`config.mk`:
```
export PLATFORM = sky130hd
export DESIGN_NAME = ram_64x8_ctrl
export DESIGN_NICKNAME = d
export VERILOG_FILES = /design/src/rtl/ram_64x8_ctrl_pkg.sv /design/src/rtl/ram_64x8_ctrl.sv
export SDC_FILE = /design/constraint.sdc
export NUM_CORES = 1
export LEC_CHECK = 0
export ABC_AREA = 0
export CAP_MARGIN = 20
export CELL_PAD_IN_SITES_DETAIL_PLACEMENT = 1
export CELL_PAD_IN_SITES_GLOBAL_PLACEMENT = 1
export CORE_MARGIN = 8
export CORE_UTILIZATION = 25
export CTS_CLUSTER_SIZE = 24
export DETAILED_ROUTE_END_ITERATION = 6
export HOLD_SLACK_MARGIN = 0.08
export PLACE_DENSITY_LB_ADDON = 0.1
export SLEW_MARGIN = 20
export SYNTH_ARGS = -nofsm -noshare
export SYNTH_HDL_FRONTEND = slang
export SYNTH_SLANG_ARGS = --single-unit
```
`constraint.sdc`:
```
create_clock -name clk -period 1.9 [get_ports clk]
set_clock_uncertainty 0.1 [all_clocks]
set_input_delay 0.285 -clock clk [delete_from_list [all_inputs] [get_ports clk]]
set_output_delay 0.285 -clock clk [all_outputs]
set_load 0.005 [all_outputs]
```
`src/rtl/ram_64x8_ctrl_pkg.sv`:
```
// ============================================================================
// Module  : ram_64x8_ctrl_pkg
// Brief   : Shared types and constants for the 64x8 RAM access controller.
//           The INIT_A/INIT_W states exist only when RAM_64X8_CTRL_INIT_EN is defined.
// Revision: 1.0  initial release
// ============================================================================
`default_nettype none

package ram_64x8_ctrl_pkg;

   localparam int ADDR_WIDTH = 6;
   localparam int DATA_WIDTH = 8;
   localparam int DEPTH      = 64;

   localparam logic [DATA_WIDTH-1:0] INIT_WORD = 8'h00;

`ifdef RAM_64X8_CTRL_INIT_EN
   typedef enum logic [2:0] {
      START  = 3'd0,
      INIT_A = 3'd1,
      INIT_W = 3'd2,
      IDLE   = 3'd3,
      SETA   = 3'd4,
      XFER   = 3'd5,
      RSP    = 3'd6
   } state_t;
`else
   typedef enum logic [2:0] {
      START  = 3'd0,
      IDLE   = 3'd3,
      SETA   = 3'd4,
      XFER   = 3'd5,
      RSP    = 3'd6
   } state_t;
`endif

endpackage

`default_nettype wire

```
`src/rtl/ram_64x8_ctrl.sv`:
```
// ============================================================================
// Module  : ram_64x8_ctrl
// Brief   : Single-word read/write initiator for the 64x8 registered-address
//           RAM. Optional RAM clear sweep: define RAM_64X8_CTRL_INIT_EN.
// Revision: 1.0  initial release
// ============================================================================
`default_nettype none

module ram_64x8_ctrl
   import ram_64x8_ctrl_pkg::*;
(
   input  logic                  clk,
   input  logic                  rst_n,
   input  logic                  req_valid,
   output logic                  req_ready,
   input  logic                  req_we,
   input  logic [ADDR_WIDTH-1:0] req_addr,
   input  logic [DATA_WIDTH-1:0] req_wdata,
   output logic                  rsp_valid,
   input  logic                  rsp_ready,
   output logic                  rsp_we,
   output logic [DATA_WIDTH-1:0] rsp_rdata,
   output logic                  mem_we,
   output logic [ADDR_WIDTH-1:0] mem_addr,
   output logic [DATA_WIDTH-1:0] mem_data,
   input  logic [DATA_WIDTH-1:0] mem_y,
   output logic                  init_done
);

   state_t                r_state;
   logic                  r_we;
   logic [DATA_WIDTH-1:0] r_wdata;
   logic                  r_rsp_valid;
   logic                  r_rsp_we;
   logic [DATA_WIDTH-1:0] r_rsp_rdata;
   logic                  r_mem_we;
   logic [ADDR_WIDTH-1:0] r_mem_addr;
   logic [DATA_WIDTH-1:0] r_mem_data;
   logic                  r_init_done;
`ifdef RAM_64X8_CTRL_INIT_EN
   logic [ADDR_WIDTH-1:0] r_init_cnt;
`endif

   logic w_req_ready;

   assign w_req_ready = (r_state == IDLE);

   // mem_addr is loaded straight from req_addr on accept and then held, so the
   // RAM's latched address stays put through XFER and RSP.
   always_ff @(posedge clk or negedge rst_n) begin
      if (!rst_n) begin
         r_state     <= START;
         r_we        <= 1'b0;
         r_wdata     <= '0;
         r_rsp_valid <= 1'b0;
         r_rsp_we    <= 1'b0;
         r_rsp_rdata <= '0;
         r_mem_we    <= 1'b0;
         r_mem_addr  <= '0;
         r_mem_data  <= '0;
         r_init_done <= 1'b0;
`ifdef RAM_64X8_CTRL_INIT_EN
         r_init_cnt  <= '0;
`endif
      end else begin
         case (r_state)
            START: begin
`ifdef RAM_64X8_CTRL_INIT_EN
               r_mem_we   <= 1'b0;
               r_mem_addr <= '0;
               r_init_cnt <= '0;
               r_state    <= INIT_A;
`else
               r_init_done <= 1'b1;
               r_state     <= IDLE;
`endif
            end
`ifdef RAM_64X8_CTRL_INIT_EN
            INIT_A: begin
               r_mem_we   <= 1'b1;
               r_mem_data <= INIT_WORD;
               r_state    <= INIT_W;
            end
            INIT_W: begin
               r_mem_we <= 1'b0;
               if (r_init_cnt == ADDR_WIDTH'(DEPTH - 1)) begin
                  r_init_done <= 1'b1;
                  r_state     <= IDLE;
               end else begin
                  r_init_cnt <= r_init_cnt + 1'b1;
                  r_mem_addr <= r_init_cnt + 1'b1;
                  r_state    <= INIT_A;
               end
            end
`endif
            IDLE: begin
               if (req_valid) begin
                  r_we       <= req_we;
                  r_wdata    <= req_wdata;
                  r_mem_we   <= 1'b0;
                  r_mem_addr <= req_addr;
                  r_state    <= SETA;
               end
            end
            SETA: begin
               r_mem_we <= r_we;
               if (r_we) begin
                  r_mem_data <= r_wdata;
               end
               r_state <= XFER;
            end
            XFER: begin
               r_mem_we    <= 1'b0;
               r_rsp_valid <= 1'b1;
               r_rsp_we    <= r_we;
               r_rsp_rdata <= r_we ? '0 : mem_y;
               r_state     <= RSP;
            end
            RSP: begin
               if (rsp_ready) begin
                  r_rsp_valid <= 1'b0;
                  r_state     <= IDLE;
               end
            end
            default: begin
               r_mem_we <= 1'b0;
               r_state  <= START;
            end
         endcase
      end
   end

   assign req_ready = w_req_ready;
   assign rsp_valid = r_rsp_valid;
   assign rsp_we    = r_rsp_we;
   assign rsp_rdata = r_rsp_rdata;
   assign mem_we    = r_mem_we;
   assign mem_addr  = r_mem_addr;
   assign mem_data  = r_mem_data;
   assign init_done = r_init_done;

endmodule

`default_nettype wire

```
### After elaboration in Yosys (flattened, before gate mapping)

Cells that the tools add are included.

| storage, ports and cells | value |
|---|---|
| bits in registers | 38 |
| input bits | 27 |
| output and inout bits | 27 |
| logic and storage cells | 33 |

| operators by class | value |
|---|---|
| equal/unequal tests | 6 |
| multiplexer cells | 8 |
| bitwise operators | 1 |
| reduce and logical (&&, ||, !) cells | 8 |

Operators by type and width:

| kind | count |
|---|---|
| 3-bit one-hot mux with 5 select lines | 1 |
| 2-bit AND reduction | 5 |
| 3-bit == test (second input constant) | 3 |
| 8-bit two-way mux | 1 |
| 3-bit two-way mux | 2 |
| 2-bit != test (second input constant) | 2 |
| 3-bit by 2-bit == test with 1-bit output (second input constant) | 1 |
| 3-bit zero test | 1 |
| 1-bit one-hot mux with 3 select lines | 1 |
| 1-bit two-way mux | 2 |
| 1-bit one-hot mux with 2 select lines | 1 |
| 2-bit nonzero test | 1 |
| 2-bit OR reduction | 1 |
| 1-bit inverter | 1 |

### Depth between registers and ports, before layout

Gate-level depths: netlist of the first run.

| depth | value |
|---|---|
| word-level depth | 4 |
| mapped depth | 5 |
| depth with buffers taken out | 3 |

### Worst setup path after synthesis of the first run

Ideal clock, no wire load.

| path | value |
|---|---|
| path kind | flip-flop to flip-flop |
| start point | register r_state[0] |
| end point | register r_mem_addr[0] (netlist: mem_addr[0]) |
| library setup time | 0.125 ns |
| arrival time | 1.292 ns |
| data required time | 1.675 ns |
| setup slack | 0.383 ns |
| stages on the path, launching flop included | 6 |
| path buffers | 2 |
| period minus slack after synthesis | 1.517 ns |
| path through | dfrtp_1 > buf_2 > and3b_2 > nand2_4 > buf_6 > mux2_4 |

| on the way | value |
|---|---|
| longest elaborated chain between the ends | 2 |

Ends and longest elaborated chain:

| element | RTL line | RTL |
|---|---|---|
| start: declaration | ram_64x8_ctrl.sv:30 | `state_t r_state;` |
| start signal: assignment | ram_64x8_ctrl.sv:52 | `r_state <= START;` |
| start signal: assignment | ram_64x8_ctrl.sv:75 | `r_state <= IDLE;` |
| start signal: assignment | ram_64x8_ctrl.sv:102 | `r_state <= SETA;` |
| 3-bit by 2-bit == test with 1-bit output | n/a |  |
| net req_ready | ram_64x8_ctrl.sv:15 | `output logic req_ready,` |
| 2-bit AND reduction (no line) | n/a |  |
| end signal: assignment | ram_64x8_ctrl.sv:101 | `r_mem_addr <= req_addr;` |
| end: declaration | ram_64x8_ctrl.sv:37 | `logic [ADDR_WIDTH-1:0] r_mem_addr;` |

The timed path passes the listed nets, and every way through them passes these cells.
A chain may end at the register's enable or synchronous reset.

### Worst setup path in the final report of the first run

| path | value |
|---|---|
| start point | register r_we |
| end point | register r_mem_data[0] (netlist: mem_data[0]) |

| on the way | value |
|---|---|
| longest elaborated chain between the ends | 1 |

Ends and longest elaborated chain:

| element | RTL line | RTL |
|---|---|---|
| start: declaration | ram_64x8_ctrl.sv:31 | `logic r_we;` |
| start signal: assignment | ram_64x8_ctrl.sv:98 | `r_we <= req_we;` |
| 2-bit AND reduction (no line) | n/a |  |
| end signal: assignment | ram_64x8_ctrl.sv:108 | `r_mem_data <= r_wdata;` |
| end: declaration | ram_64x8_ctrl.sv:38 | `logic [DATA_WIDTH-1:0] r_mem_data;` |

No other way between the ends.

==> results.md, run 1 <==
* Routed wire length at 3.872 mm
* Sw frac at 0.2802
* RSZ-0062 raised after global routing: false
* Vias/cell at 4.282
* Cell chain of the critical path: and4bb_2 -> mux2_2
* Share of power burned in registers at 0.405
* DP Worst Slack at 0.2400 ns
* P_int at 0.002502 W
* Met3 Use GR at 0.03937
* Io pins at between 50 and 60
* CP Class: flop to flop
* Nets@finish at around 210
* Worst path slowest cell: dfrtp_1
* Worst Path Arrival at 1.66 ns
* Routability cong. at 0.7381
* Num CTS Buffers at 5
* Peak supply drop at between 0.6 and 0.7 mV
* Met1 Usage GRT at 0.09953
* CP Capture Type: flop
* Area Overhead vs Synth at 48.29%
* Ant diodes at 0
* Met2 global-route usage at 0.1588
* Crit path max-delay family: flip-flops
* Minimum clock period at between 1.5 and 2 ns
* Via count at 1109
* Comb power frac at 0.401
* Slew @ Worst Pin at 0.5042 ns
* GR Overflow Total at 0
* Site Rows at 29
* DP HPWL at 2.805 mm
* CTS tree: done
* Core ar. at 0.006205 mm²
* Static leakage at 1.043 nW
* CP bufs+invs at 0
* Largest net degree at the start of global routing at 24
* Pwr/cell area at 1490 mW/mm²
* Share of cells above drive strength 1 at 0.2582
* CTS root buf: clkbuf_8
* Clock transition at path regs at roughly 0.08 ns
* CP peak stage delay at 0.51 ns
* Overall Power at 0.003476 W
* Ys Warns at 0
* Filler instances at 650
* Net switching power at between 0.0009 and 0.001 W
* WL per Instance at 14.95 µm
* TNS Setup at 0 ns
* Clock share of power at 0.194
* Chip Width at 95.32 µm
* Worst slew margin at 0.6639
* Hold Crit Class: flop to flop
* Initial antenna violation count at 0
* Number of nets with antenna violations after routing at 0
* Clock buffer depth at 2
* Die area at 0.009085 mm²
* FF+latch area at about 950 µm²
* Syn avg cell area at 13.22 µm²
* Mapped Area at 0.001573 mm²
* Cell Area, Placed at 0.002171 mm²
* PortBufs at 53
* Netlist cell types at 23
* Drt drc at 0
* Fmax at 631.0 MHz
* Hold path startpoint: init_done$_DFFE_PN0N_
* Part of the cycle the worst path needs at 0.8341
* Area of the multi-input gates at 571.8 µm²
* Sink Count at 38
* Vias in the first global route at 1267
* Post-route cell area at about 0.0023 mm²
* CP Launch Type: flop
* Run status: finished, final reports clean
* Sequential-to-total area share from yosys stat at 0.6046
* Crit-path max FO at 11
* Cells after DPL at about 250
* Max Cap Viol at 0
* Iter 0 DRT Violations at 24
* Die Y at between 90 and 100 µm
* Post-Layout Cell Count at between 200 and 300
* # setup viols final at 0
* Busiest layer in global routing: met2
* RR Startpoint: r_we$_DFFE_PN0P_
* FF+latch count, synth at 38
* Endpoints failing hold at 0
* First-pass GRT wire length at approximately 6.5 mm
* Skew-Pair Late Insertion Delay at 0.29 ns
* Syn Nets at roughly 150
* H-tree depth at 2
* Setup WS post-layout at 0.3152 ns
* Detailed Routing Iterations Pass 1 at 3
* Initial Util at 0.2535
* Worst EP required at approximately 2 ns
* Mapped Cells at 119
* Worst Setup SP: r_we$_DFFE_PN0P_
* Max-slew violations at 0
* Gr usage total at 0.09280
## Yosys cell counts (all sizes together)
cell	number	share of area
dfrtp	38	0.60
mux2	24	0.19
nand2	12	0.033
o21ai	11	0.035
nand2b	8	0.032
buf	7	0.029
nor2	4	0.0095
a21oi	3	0.0095
nand3	2	0.0064
a21boi	1	0.0048
a31oi	1	0.0040
and3b	1	0.0064
and4bb	1	0.0080
inv	1	0.0024
nand3b	1	0.0048
nor2b	1	0.0040
nor3	1	0.0032
or2	1	0.0040
xnor2	1	0.0056
## metrics by stage
step	utilization	hold slack (ns)
after floorplan	-	-0.1106
after global placement	0.3499	0.1763
after detailed placement	0.3499	0.1822
after CTS	0.3706	0.3801
after global routing	0.3759	0.4091
final	0.3759	0.3700
## worst paths after layout
check,endpoint,slack [ns],depth (start not counted)
worst max-delay path,mem_data[0]$_DFFE_PN0P_,0.32,2
worst min-delay path,init_done$_DFFE_PN0N_,0.37,1
worst max register to register,mem_data[0]$_DFFE_PN0P_,0.32,2
worst min register to register,init_done$_DFFE_PN0N_,0.37,1
max in group asynchronous,r_state[0]$_DFFE_PN0P_,0.67,3
min in group asynchronous,mem_addr[3]$_DFFE_PN0P_,0.38,2
## sequential cells by signal, summed over array words and instances, names as in the netlist
register	count
rsp_rdata	8
mem_data	8
init_done	1
mem_we	1
r_state	3
rsp_valid	1
mem_addr	6
r_wdata	8
rsp_we	1
r_we	1
## power by group through the flow
stage | Sequential [W] | Combinational, W | Clock (W)
global placement | 0.00143 | 0.00131 | 0
finish | 0.00141 | 0.00139 | 0.000674
CTS | 0.00142 | 0.00136 | 0.000706
global route | 0.00148 | 0.00154 | 0.000747
detailed placement | 0.00145 | 0.00133 | 0
floorplan | 0.00136 | 0.000702 | 0
## placed cells by master, fill, tap and decap left out
cell and n:
mux2_2 15, nor3_1 1, buf_4 8, xnor2_1 1, inv_1 1, dfrtp_1 36, o21ai_0 11, nand2_1 11
nand3b_1 1, bufinv_16 1, clkinv_2 2, or2_2 1, and3b_2 1, nor2b_1 1, nand2_4 1, dlymetal6s2s_1 1
dlygate4sd3_1 1, nand3_1 2, a31oi_1 1, nor2_1 4, dfrtp_2 2, mux2_4 9, clkdlybuf4s50_1 51, a21boi_0 1
buf_2 1, clkbuf_8 5, nand2b_1 8, a21oi_1 3, and4bb_2 1
## worst reg2reg max path: stages, from the launching register on
cell and delay, ns:
dfrtp_1 0.51, and4bb_2 0.48, mux2_2 0.39
## what timing repair did
item	CTS	global route
buffers inserted	1	4
hold buffers	1	0
gates resized for setup	2	1
endpoints found under the hold margin	22	0
endpoints found under the setup margin	1	1
## kinds of logic after synthesis
family          count (synthesis)  synth area share
xor+xnor                        1          0.005570
compound gates                 16           0.05330
flops                          38            0.6046
buf+inv                         8           0.03182
simple gates                   32            0.1114
mux                            24            0.1933
## final cells by class
type                       count  area share
clock buffer                   5     0.02951
clock inverter                 3     0.01717
inverter                       1    0.001609
multi-input combinational     73      0.2452
sequential                    38      0.4088
tap                           77     0.04131
timing repair buffer          62      0.2564
## metal layers
layer | part of all wire | routed length [µm]
met4 | 0.014 | 54
met2 | 0.50 | 1952
met1 | 0.39 | 1495
met3 | 0.096 | 370
met5 | 0 | 0
Power figures use the tool's default switching activity.
==> inputs of run 2 (changes only) <==
==> constraint.sdc (replaced) <==
create_clock -name clk -period 1.53 [get_ports clk]
set_clock_uncertainty 0.1 [all_clocks]
set_input_delay 0.2295 -clock clk [delete_from_list [all_inputs] [get_ports clk]]
set_output_delay 0.2295 -clock clk [all_outputs]
set_load 0.005 [all_outputs]
==> run 2 against run 1 <==
First-iteration DRC count grew 50%. Register-to-register slack worse by 0.29 ns. Global-route usage rose by 0.14 points. Maximum frequency grew 5.6%.
==> results.md, run 2 (same netlist as run 1, synthesis figures left out) <==
* CP Capture Type: flop
* Chip Width at 95.32 µm (unchanged)
* Initial Util at 0.2535 (unchanged)
* Skew-Pair Late Insertion Delay at 0.29 ns (about the same)
* Area Overhead vs Synth at 50.12%
* Number of nets with antenna violations after routing at 0 (unchanged)
* Most frequent cells in the layout: clkdlybuf4s50_1, dfrtp_1, mux2_2
* Setup WS post-layout at 0.02948 ns (-0.2857 ns)
* Worst slew margin at 0.6733 (+0.009401)
* H-tree depth at 2 (unchanged)
* # setup viols final at 0 (unchanged)
* DP Worst Slack at -0.04198 ns (-0.2820 ns)
* Max-slew violations at 0 (unchanged)
* Area of the multi-input gates at 591.8 µm² (+3.5%)
* Slew @ Worst Pin at 0.4901 ns (-0.01410 ns)
* Share of cells above drive strength 1 at 0.2649 (+0.006623)
* Worst Setup SP: r_state[0]$_DFFE_PN0P_
* DP HPWL at 2.856 mm (+1.8%)
* PortBufs at 53 (unchanged)
* Detailed Routing Iterations Pass 1 at 3 (unchanged)
* Routability cong. at 0.7100 (-3.8%)
* Vias in the first global route at 1282 (+1.2%)
* Leading cell type in the layout, fill and taps excluded: clkdlybuf4s50_1
* Routed wire length at 4.035 mm (+4.2%)
* Nets@finish at 213 (+2.4%)
* Vias/cell at 4.294 (+0.28%)
* CTS root buf: clkbuf_8
* CP Launch Type: flop
* Via count at 1125 (+1.4%)
* Core ar. at 0.006205 mm² (unchanged)
* Static leakage at 1.122 nW (+7.6%)
* P_int at 0.003012 W (+20%)
* Peak supply drop at 0.6359 mV (-2.5%)
* Io pins at 54 (unchanged)
* Worst EP required at 1.60 ns (-0.38 ns)
* Die Y at 95.32 µm (unchanged)
* Pwr/cell area at 1790 mW/mm² (+20%)
* TNS Setup at 0 ns (unchanged)
* Drt drc at 0 (unchanged)
* Endpoints failing hold at 0 (unchanged)
* Share of power burned in registers at 0.403 (-0.002)
* Die area at 0.009085 mm² (unchanged)
* Worst path slowest cell: dfrtp_1
* Largest net degree at the start of global routing at 39 (+63%)
* Post-route cell area at 0.002361 mm² (+1.2%)
* Run status: finished, final reports clean
* Worst Path Arrival at 1.57 ns (-0.09 ns)
* Sink Count at 38 (unchanged)
* Hold path startpoint: init_done$_DFFE_PN0N_
* Clock buffer depth at 2 (unchanged)
* Cell chain of the critical path: buf_4 -> and4bb_4 -> mux2_2
* CP Class: flop to flop
* RR Startpoint: r_state[0]$_DFFE_PN0P_
* RSZ-0062 raised after global routing: true
* Ant diodes at 0 (unchanged)
* CTS tree: done
* GR Overflow Total at 0 (unchanged)
* Num CTS Buffers at 5 (unchanged)
* Fmax at 666.4 MHz (+5.6%)
* Part of the cycle the worst path needs at 0.9807 (+0.1466)
* CP peak stage delay at 0.40 ns (-0.11 ns)
* Crit-path max FO at 5 (-6)
* Iter 0 DRT Violations at 36 (+50%)
* Clock share of power at 0.161 (-0.033)
* Sw frac at 0.2874 (+0.007156)
* FF+latch area at 950.9 µm² (-0.26%)
* Clock transition at path regs at 0.07 ns (about the same)
* Final core utilization at 0.3805 (+0.004638)
* Initial antenna violation count at 0 (unchanged)
* Gr usage total at 0.09423 (+0.001437)
* Hold Crit Class: flop to flop
* Site Rows at 29 (unchanged)
* Cell Area, Placed at 0.002201 mm² (+1.4%)
* Minimum clock period at 1.501 ns (-0.08429 ns)
* Max Cap Viol at 0 (unchanged)
* Net switching power at 0.001215 W (+25%)
* Comb power frac at 0.436 (+0.035)
* WL per Instance at 15.40 µm (+3.0%)
* Filler instances at 669 (+2.9%)
* First-pass GRT wire length at 6.582 mm (+0.95%)
[run 2: changes by cell type in the layout (fill, tap and decap cells not counted), sizes merged, moves of 2 or more]
cell           delta
buf               +4
clkbuf            +2
clkdlybuf4s50     -6
clkinv            -2
dlymetal6s2s      +5
[run 2: path summary, 6_finish.rpt]
| kind | endpoint | slack (ns) | cells after the start |
|---|---|---|---|
| max | mem_data[1]$_DFFE_PN0P_ | 0.03 | 3 |
| min | init_done$_DFFE_PN0N_ | 0.38 | 1 |
| max reg2reg | mem_data[1]$_DFFE_PN0P_ | 0.03 | 3 |
| min reg2reg | init_done$_DFFE_PN0N_ | 0.38 | 1 |
| max in group asynchronous | rsp_rdata[3]$_DFFE_PN0P_ | 0.56 | 3 |
| min in group asynchronous | mem_addr[4]$_DFFE_PN0P_ | 0.42 | 3 |
[run 2: area by class of cell]
| class | instances | share of cell area |
|---|---|---|
| inverter | 1 | 0.001590 |
| sequential | 38 | 0.4028 |
| tap | 77 | 0.04081 |
| clock buffer | 6 | 0.03498 |
| timing repair buffer | 66 | 0.2692 |
| multi-input combinational | 74 | 0.2507 |
[run 2: power by group through the flow]
stage	logic [W]	clock network [W]	registers (W)
after floorplan	0.000872	0	0.00169
after global placement	0.00176	0	0.00171
after detailed placement	0.00180	0	0.00173
after CTS	0.00186	0.000710	0.00172
after global routing	0.00204	0.000756	0.00177
final	0.00184	0.000681	0.00170
[run 2: per-layer routing]
metal | wire, µm | vias up | track usage
met1 | 1693 | 553 | 0.1055
met2 | 1957 | 32 | 0.1554
met4 | 45 | 0 | 0.03901
met3 | 338 | 4 | 0.03858
met5 | 0 | - | 0
li1 | - | 536 | -
[run 2: timing repair]
item,in CTS,in global routing
gates resized for setup,2,9
hold endpoints to repair,38,0
setup endpoints to repair,15,13
setup buffers,2,3
cloned,1,0
hold buffers,1,0
[run 2: worst max-delay path, delay by kind of cell (launching register included)]
| family | cells | cell delay [ns] |
|---|---|---|
| flip-flops | 1 | 0.40 |
| AND/OR/NAND/NOR | 1 | 0.38 |
| multiplexers | 1 | 0.35 |
| buffers and inverters | 1 | 0.16 |
[run 2: metrics by stage]
| step | total power, W | std cells | hold slack (ns) |
|---|---|---|---|
| floorplan | 0.002561 | 119 | -0.1661 |
| global placement | 0.003464 | 249 | 0.2146 |
| detailed placement | 0.003529 | 249 | 0.2259 |
| CTS | 0.004289 | 259 | 0.3796 |
| global route | 0.004564 | 262 | 0.3957 |
| finish | 0.004227 | 262 | 0.3752 |
